<file path="config.mk">
export PLATFORM = sky130hd
export DESIGN_NAME = flash_sample_reader
export DESIGN_NICKNAME = d
export VERILOG_FILES = /design/src/rtl/flash_sample_reader.sv
export SDC_FILE = /design/constraint.sdc
export NUM_CORES = 1
export LEC_CHECK = 0
export ABC_AREA = 1
export ABC_CLOCK_PERIOD_IN_PS = 4050
export CAP_MARGIN = 5
export CORE_AREA = 4 4 97 99
export CTS_BUF_LIST = sky130_fd_sc_hd__clkbuf_2
export DETAILED_ROUTE_END_ITERATION = 8
export DIE_AREA = 0 0 101 103
export PLACE_DENSITY = 0.7
export SETUP_SLACK_MARGIN = 0.1
export SYNTH_ARGS = -nofsm -noshare
export SYNTH_HDL_FRONTEND = slang
export SYNTH_SLANG_ARGS = --single-unit
export TNS_END_PERCENT = 10
</file>
<file path="constraint.sdc">
create_clock -name clk -period 4.05 [get_ports clk]
set_input_delay 0.6075 -clock clk [delete_from_list [all_inputs] [get_ports clk]]
set_output_delay 0.6075 -clock clk [all_outputs]
set_load 0.02 [all_outputs]
</file>
<file path="src/rtl/flash_sample_reader.sv">
// ---------------------------------------------------------------------------
// flash_sample_reader
//
// Purpose:
//   Responder side of the playback updater's read/addr request interface.
//   Each accepted read strobe fetches one DATA_W-bit word from flash over an
//   Avalon-MM style read port. The word is split into two SAMPLE_W-bit PCM
//   samples, and they are presented to the codec one per sample_en tick in
//   playback-direction order. When the second sample has gone out, done
//   pulses so the updater can advance its address.
//
// Optional feature (compile-time macro READ_TIMEOUT_EN):
//   When defined, a watchdog counts clk cycles spent in REQ and WAIT_DATA.
//   Reaching TIMEOUT_CYC aborts the transaction straight to DONE. audio_out
//   is left untouched, no sample_valid is produced and the sticky timeout
//   output is set. When undefined, the FSM waits on the bus indefinitely and
//   the timeout port does not exist.
//
// Handshakes:
//   Updater side : read is a strobe. It is taken only in IDLE, together with
//                  addr and reverse. A strobe in any other state is dropped
//                  and raises the sticky overrun flag. done is the one-cycle
//                  completion pulse for the accepted request.
//   Flash side   : flash_mem_read is held with a stable flash_mem_address.
//                  A cycle with flash_mem_read=1 and waitrequest=0 transfers
//                  the command. The data returns later, in the single cycle
//                  that has readdatavalid=1. readdatavalid outside WAIT_DATA
//                  is ignored.
//   Codec side   : sample_valid pulses for one cycle, in the first cycle
//                  that shows the new audio_out value.
//
// Ports:
//   clk                     in   system clock
//   reset                   in   synchronous reset, active low
//   read                    in   request strobe from updater
//   addr       [ADDR_W]     in   flash word address, valid with read
//   reverse                 in   1 = upper half first, 0 = lower half first
//   sample_en               in   single-cycle sample-rate enable
//   flash_mem_read          out  Avalon read request
//   flash_mem_address       out  Avalon address (latched request address)
//   flash_mem_waitrequest   in   Avalon stall
//   flash_mem_readdatavalid in   Avalon read data valid
//   flash_mem_readdata      in   Avalon read data
//   audio_out  [SAMPLE_W]   out  current sample to codec (held between updates)
//   sample_valid            out  one-cycle pulse when audio_out updates
//   busy                    out  high in every state except IDLE
//   done                    out  one-cycle completion pulse (DONE state)
//   overrun                 out  sticky: read seen while not IDLE
//   timeout                 out  sticky watchdog flag (READ_TIMEOUT_EN only)
//   state_dbg  [3]          out  current FSM state encoding
// ---------------------------------------------------------------------------
module flash_sample_reader #(
    parameter int ADDR_W      = 23,
    parameter int DATA_W      = 32,
    parameter int SAMPLE_W    = 16,
    parameter int TIMEOUT_CYC = 1024
) (
    input  logic                clk,
    input  logic                reset,
    input  logic                read,
    input  logic [ADDR_W-1:0]   addr,
    input  logic                reverse,
    input  logic                sample_en,
    output logic                flash_mem_read,
    output logic [ADDR_W-1:0]   flash_mem_address,
    input  logic                flash_mem_waitrequest,
    input  logic                flash_mem_readdatavalid,
    input  logic [DATA_W-1:0]   flash_mem_readdata,
    output logic [SAMPLE_W-1:0] audio_out,
    output logic                sample_valid,
    output logic                busy,
    output logic                done,
    output logic                overrun,
`ifdef READ_TIMEOUT_EN
    output logic                timeout,
`endif
    output logic [2:0]          state_dbg
);

    // -----------------------------------------------------------------------
    // Elaboration-time parameter sanity.
    // -----------------------------------------------------------------------
    if (DATA_W != 2 * SAMPLE_W) begin : g_bad_width
        $error("flash_sample_reader: DATA_W must equal 2*SAMPLE_W");
    end
    if (TIMEOUT_CYC < 2) begin : g_bad_timeout
        $error("flash_sample_reader: TIMEOUT_CYC must be at least 2");
    end

    // -----------------------------------------------------------------------
    // State encoding (also exported on state_dbg).
    // -----------------------------------------------------------------------
    typedef enum logic [2:0] {
        S_IDLE      = 3'd0,
        S_REQ       = 3'd1,
        S_WAIT_DATA = 3'd2,
        S_EMIT0     = 3'd3,
        S_EMIT1     = 3'd4,
        S_DONE      = 3'd5
    } state_t;

    state_t state_q;
    state_t state_d;

    // Request context captured at acceptance. It stays stable for the whole
    // transaction, so later changes to addr or reverse have no effect.
    logic [ADDR_W-1:0]   addr_q;
    logic                rev_q;
    logic [DATA_W-1:0]   word_q;
    logic [SAMPLE_W-1:0] audio_q;
    logic                sample_valid_q;
    logic                overrun_q;

    // The two halves of the fetched word.
    logic [SAMPLE_W-1:0] word_lo;
    logic [SAMPLE_W-1:0] word_hi;

    assign word_lo = word_q[SAMPLE_W-1:0];
    assign word_hi = word_q[DATA_W-1:SAMPLE_W];

    // Watchdog abort request. This is always 0 when the feature is compiled
    // out.
    logic timeout_hit;

`ifdef READ_TIMEOUT_EN
    localparam int TMR_W = $clog2(TIMEOUT_CYC + 1);

    logic [TMR_W-1:0] timer_q;
    logic             timeout_q;
    logic             in_bus_wait;

    assign in_bus_wait = (state_q == S_REQ) || (state_q == S_WAIT_DATA);

    // The timer counts cycles in the current state. A timer value of
    // TIMEOUT_CYC-1 means the state has been occupied for TIMEOUT_CYC
    // cycles, so the abort lands exactly TIMEOUT_CYC clocks after entry.
    assign timeout_hit = in_bus_wait && (timer_q == TMR_W'(TIMEOUT_CYC - 1));

    always_ff @(posedge clk) begin
        if (!reset) begin
            timer_q   <= '0;
            timeout_q <= 1'b0;
        end else begin
            if (state_d != state_q) begin
                timer_q <= '0;
            end else if (in_bus_wait) begin
                timer_q <= timer_q + 1'b1;
            end
            if (in_bus_wait && (state_d == S_DONE)) begin
                timeout_q <= 1'b1;
            end
        end
    end

    assign timeout = timeout_q;
`else
    assign timeout_hit = 1'b0;
`endif

    // -----------------------------------------------------------------------
    // Process 1: state register.
    // -----------------------------------------------------------------------
    always_ff @(posedge clk) begin
        if (!reset) begin
            state_q <= S_IDLE;
        end else begin
            state_q <= state_d;
        end
    end

    // -----------------------------------------------------------------------
    // Process 2: next-state logic.
    // Normal bus progress takes priority over the watchdog. If the command
    // is accepted, or the data arrives, in the same cycle the limit is
    // reached, the transaction completes normally.
    // -----------------------------------------------------------------------
    always_comb begin
        state_d = state_q;
        unique case (state_q)
            S_IDLE: begin
                if (read) begin
                    state_d = S_REQ;
                end
            end
            S_REQ: begin
                if (!flash_mem_waitrequest) begin
                    state_d = S_WAIT_DATA;
                end else if (timeout_hit) begin
                    state_d = S_DONE;
                end
            end
            S_WAIT_DATA: begin
                if (flash_mem_readdatavalid) begin
                    state_d = S_EMIT0;
                end else if (timeout_hit) begin
                    state_d = S_DONE;
                end
            end
            S_EMIT0: begin
                if (sample_en) begin
                    state_d = S_EMIT1;
                end
            end
            S_EMIT1: begin
                if (sample_en) begin
                    state_d = S_DONE;
                end
            end
            S_DONE: begin
                state_d = S_IDLE;
            end
            default: begin
                state_d = S_IDLE;
            end
        endcase
    end

    // -----------------------------------------------------------------------
    // Process 3: state-decoded outputs.
    // -----------------------------------------------------------------------
    always_comb begin
        flash_mem_read = 1'b0;
        busy           = 1'b1;
        done           = 1'b0;
        unique case (state_q)
            S_IDLE:  busy           = 1'b0;
            S_REQ:   flash_mem_read = 1'b1;
            S_DONE:  done           = 1'b1;
            default: ;
        endcase
    end

    assign state_dbg = state_q;

    // -----------------------------------------------------------------------
    // Datapath registers.
    // -----------------------------------------------------------------------
    always_ff @(posedge clk) begin
        if (!reset) begin
            addr_q         <= '0;
            rev_q          <= 1'b0;
            word_q         <= '0;
            audio_q        <= '0;
            sample_valid_q <= 1'b0;
            overrun_q      <= 1'b0;
        end else begin
            sample_valid_q <= 1'b0;

            // Capture the request context at acceptance.
            if ((state_q == S_IDLE) && read) begin
                addr_q <= addr;
                rev_q  <= reverse;
            end

            // A strobe outside IDLE is dropped. This includes the DONE cycle,
            // because the FSM has not yet returned to IDLE.
            if ((state_q != S_IDLE) && read) begin
                overrun_q <= 1'b1;
            end

            // Accept read data only while it is actually awaited.
            if ((state_q == S_WAIT_DATA) && flash_mem_readdatavalid) begin
                word_q <= flash_mem_readdata;
            end

            // First sample: lower half going forward, upper half in rewind.
            if ((state_q == S_EMIT0) && sample_en) begin
                audio_q        <= rev_q ? word_hi : word_lo;
                sample_valid_q <= 1'b1;
            end

            // Second sample: the other half.
            if ((state_q == S_EMIT1) && sample_en) begin
                audio_q        <= rev_q ? word_lo : word_hi;
                sample_valid_q <= 1'b1;
            end
        end
    end

    assign flash_mem_address = addr_q;
    assign audio_out         = audio_q;
    assign sample_valid      = sample_valid_q;
    assign overrun           = overrun_q;

endmodule
</file>
Word level (Yosys, flattened, before mapping)
Index checks and enable logic that the tools add are counted.

Register bits: 77. Input port bits: 62. Logic and storage cells: 41.

Equal/unequal tests: 10. Muxes and demuxes: 15. Reduce and logical (&&, ||, !) cells: 9.

Operators with widths (number): 16-bit two-way mux (4); 3-bit two-way mux (5); 3-bit case mux with 5 select lines (1); 2-bit != test (second input constant) (5); 3-bit by 2-bit == test with 1-bit output (second input constant) (2); 3-bit == test (second input constant) (2); 1-bit logical AND (5); 1-bit two-way mux (5); 5-bit AND reduction (1); 3-bit by 1-bit == test with 1-bit output (second input constant) (1); 3-bit zero test (1); 3-bit nonzero test (1); 2-bit nonzero test (1).

Logic depth before layout (Yosys ltp)
Word-level depth: 4. Mapped depth: 9.

Worst setup path after synthesis
OpenSTA, ideal clock, no wires.

Path type: register to output. Start: register state_q[2] (netlist: state_dbg[2]). End: output port done. Data arrival time: 1262 ps. Setup slack: 2181 ps. Cell stages (with the launch flop): 3. Cells stage by stage: dfxtp_1 -> inv_1 -> nor3_1.

Cells in the longest elaborated chain, start to end: 2.

RTL lines: start: declaration (line 102) `state_t state_q;`; start signal: assignment (line 167) `state_q <= state_d;`; 3-bit == test (line 225) `unique case (state_q)`; 1-bit two-way mux (line 225); end: declaration (line 72) `output logic done,`.

Every way passes these cells.

Worst setup path after layout
Start: register state_q[0] (netlist: state_dbg[0]). End: output port done.

Same word-level chain as after synthesis.

==> results.py <==
metrics = {
    "setup_path": {
        "arrival_ns": 2.11,
        "cpMaxStageDelayCell": "clkdlybuf4s50_1",
        "critPathLaunchType": "register",
        "end_kind": "primary output",
        "crit_start": "state_dbg[0]",
        "crit_buf_inv": 2,
        "cp_cell_sequence": "inv_1 > nor3_1 > clkdlybuf4s50_1",
        "criticalPathCategory": "register to primary output",
        "rr_startpoint": "state_dbg[0]",
        "rr_worst_depth": 5,
        "cp_top_family": "buffers and inverters",
        "crit_required_ns": 3.44,
        "critical-path-max-stage-delay_ns": 0.65,
        "crit_cells": 3,
        "critical_path_peak_fanout": 9,
    },
    "placed_design": {
        "place_congestion": 0.8211,
        "portBuffers": 108,
        "dp_slack_ns": 1.405,
        "hpwl_mm": 6.366,
    },
    "yosys": {
        "synth_top_family_by_area": "simple AND/OR/NAND/NOR gates",
        "yosysSeqAreaShare_pct": 46.13,
        "ys_warn_count": 0,
        "synth_seq_cells": 77,
        "synth-adder-area-share_pct": 0,
        "synthCells": 457,
        "synthXorXnorAreaFrac_pct": 0,
        "synthSimpleGateAreaFrac_pct": 25.27,
        "synthMuxAreaShare_pct": 0,
        "synth_compound_area_share_pct": 19.54,
        "syn_nets": 519,
        "yosysUniqueCellTypes": 26,
        "synth_area_um2": 3342,
        "avgSynthCellArea_um2": 7.313,
    },
    "run_status": {
        "outcome": "finished clean",
    },
    "floorplan": {
        "fp.dieArea_um2": 10400,
        "coreArea_um2": 8551,
        "std_cell_rows": 34,
        "die_y_um": 103,
        "start_util_pct": 39.08,
        "io_pins": 109,
        "die-width_um": 101,
    },
    "power_and_ir_drop": {
        "pwr-share-seq_pct": 45.6,
        "p_switching_w": 0.0008450,
        "intPower_w": 0.001294,
        "pwr_density_cell_nw_per_um2": 475.6,
        "clockPowerShare_pct": 16.2,
        "combPwrFrac_pct": 38.1,
        "ir_worst_vdd_v": 0.0001782,
        "swShare_pct": 39.50,
        "p_leak_nw": 1.646,
    },
    "sta": {
        "timing.slew.headroom_pct": 47.84,
        "setup_tns_ns": 0,
        "setup-violations-final": 0,
        "worst_slack_ns": 1.332,
        "period_share_pct": 67.11,
        "rsz0062_at_grt": "no",
        "fin_skew_ns": 0.02266,
        "slew_violations": 0,
        "worstMarginPinSlew_ns": 0.7816,
        "max_freq_mhz": 367.9,
        "hold_violations": 0,
        "min_period_ns": 2.718,
    },
    "worst_hold_path": {
        "hp-class": "register to register",
        "holdCritStartpoint": "flash_mem_address[15]",
        "holdPathStages": 2,
    },
    "cells_and_area": {
        "final_layout_size_suffix_gt1_share_pct": 5.425,
        "final_core_util_pct": 52.60,
        "n_antenna_cell": 0,
        "final_net_count": 610,
        "syn2layout_area_growth_pct": 34.59,
    },
    "detailed_routing": {
        "final_antenna_net_count": 0,
        "post-route-drc-count": 0,
        "first_iter_violations": 135,
        "via_per_inst": 5.000,
        "routedWlPerCell_um": 13.48,
        "drt-pass1-iter-count": 5,
        "drt_wl_total_mm": 8.912,
        "vias": 3305,
    },
    "clocking": {
        "cts_root_buf": "clkbuf_2",
        "cts_resized": 0,
        "hold_buffers": 0,
        "clk_pin_slew_ns": 0.18,
        "tritoncts": "yes",
        "clk_latency_ns": 0.50,
        "cts.sinks": 77,
        "cts_setup_buffers": 0,
        "htreeDepth": 3,
        "cts_buffers": 9,
        "cts_max_path_buffers": 2,
    },
    "global_route": {
        "track_usage_pct": 16.94,
        "antenna_found_initial": 0,
        "overflow": 0,
        "grt_pass1_vias": 2995,
        "grt_max_degree": 49,
        "grt_pass1_wl_mm": 14.12,
    },
    "run": {
        "maxCapViolations": 0,
    },
}
-- synth_stat cells --
cell type | instances | area (µm²)
o21ai_0 | 47 | 235.2
inv_4 | 1 | 6.260
o21ai_1 | 2 | 10.01
o211ai_1 | 16 | 120.1
nor3_4 | 1 | 16.27
clkbuf_1 | 17 | 63.81
a21oi_1 | 56 | 280.3
nand3_2 | 3 | 30.03
nor2_1 | 41 | 153.9
clkinv_1 | 3 | 11.26
o21bai_1 | 1 | 7.510
nand2_1 | 99 | 371.6
nor3_1 | 1 | 5.000
buf_4 | 1 | 7.510
nand2_4 | 1 | 11.26
inv_1 | 25 | 93.84
dfxtp_1 | 77 | 1541
inv_2 | 1 | 3.750
nand3b_1 | 1 | 7.510
buf_2 | 9 | 45.04
nand3_1 | 45 | 225.2
nor2_2 | 1 | 6.260
nor2_4 | 1 | 11.26
buf_8 | 1 | 15.01
buf_6 | 5 | 56.30
nand4_1 | 1 | 6.260
-- cells by family (layout without fill, tap and decap cells) --
kind of cell / Yosys count / after routing
AND/OR/NAND/NOR: 195 / 195
flip-flops: 77 / 77
buffers and inverters: 63 / 159
AO/OA/AOI/OAI: 122 / 122
-- final timing paths --
kind                                              end  slack [ns]
worst max-delay path                             done        1.33
worst min-delay path            flash_mem_address[15]        0.47
worst max register to register              word_q[9]        1.62
worst min register to register  flash_mem_address[15]        0.47
-- layout by cell type, fill, tap and decap left out --
master           count
clkdlybuf4s50_1    108
nand2_1             99
dfxtp_1             77
a21oi_1             56
o21ai_0             47
nand3_1             45
nor2_1              41
inv_1               25
o211ai_1            16
clkbuf_2            10
buf_4                5
clkinvlp_4           4
nand3_2              3
clkinv_1             3
o21ai_1              2
clkinv_2             2
inv_2                1
nor3_4               1
nor3_1               1
nor2_4               1
nor2_2               1
nand2_4              1
inv_4                1
nand4_1              1
nand3b_1             1
o21bai_1             1
-- power groups by stage --
stage / sequential (W) / combinational, W / clock [W]
detailed placement: 0.000993 / 0.000817 / 0
global route: 0.000995 / 0.000909 / 0.000393
global placement: 0.000986 / 0.000796 / 0
finish: 0.000976 / 0.000816 / 0.000347
CTS: 0.000976 / 0.000818 / 0.000360
floorplan: 0.00104 / 0.000491 / 0
-- routing by layer --
layer | track usage, % | wire, µm
met1 | 22.41 | 4067
met2 | 27.04 | 3924
met3 | 4.060 | 751
met4 | 6.135 | 169
met5 | 0 | 0
-- tightest hold or removal path, delay by kind of cell (launching register included) --
kind / cells / cell delay (ns)
flip-flops: 1 / 0.35
AO/OA/AOI/OAI: 1 / 0.05
AND/OR/NAND/NOR: 1 / 0.06
-- metrics by stage --
| step | cells | power [W] | cell area (µm²) | hold WS [ns] |
|---|---|---|---|---|
| 2_1_floorplan | 457 | 0.001528 | 3342 | 0.4389 |
| 3_5_place_dp | 645 | 0.001810 | 4408 | 0.4542 |
| 5_1_grt | 661 | 0.002296 | 4498 | 0.4932 |
| 6_report | 661 | 0.002139 | 4498 | 0.4747 |
| 4_1_cts | 661 | 0.002154 | 4498 | 0.4778 |
| 3_3_place_gp | 645 | 0.001783 | 4408 | 0.4467 |
-- sequential cells by signal, summed over array words and instances, names as in the netlist --
| name | flops |
|---|---|
| rev_q | 1 |
| state_dbg | 3 |
| word_q | 32 |
| flash_mem_address | 23 |
| audio_out | 16 |
| overrun | 1 |
| sample_valid | 1 |
-- layout make-up --
type / count / area, µm²
Clock buffer: 10 / 50.05
Tap cell: 108 / 135.1
Inverter: 30 / 115.1
Clock inverter: 6 / 40.04
Multi-Input combinational cell: 317 / 1498
Sequential cell: 77 / 1541
Timing Repair Buffer: 113 / 1119
Fill cell: 861 / 4053
(Power assumes the default switching activity.)
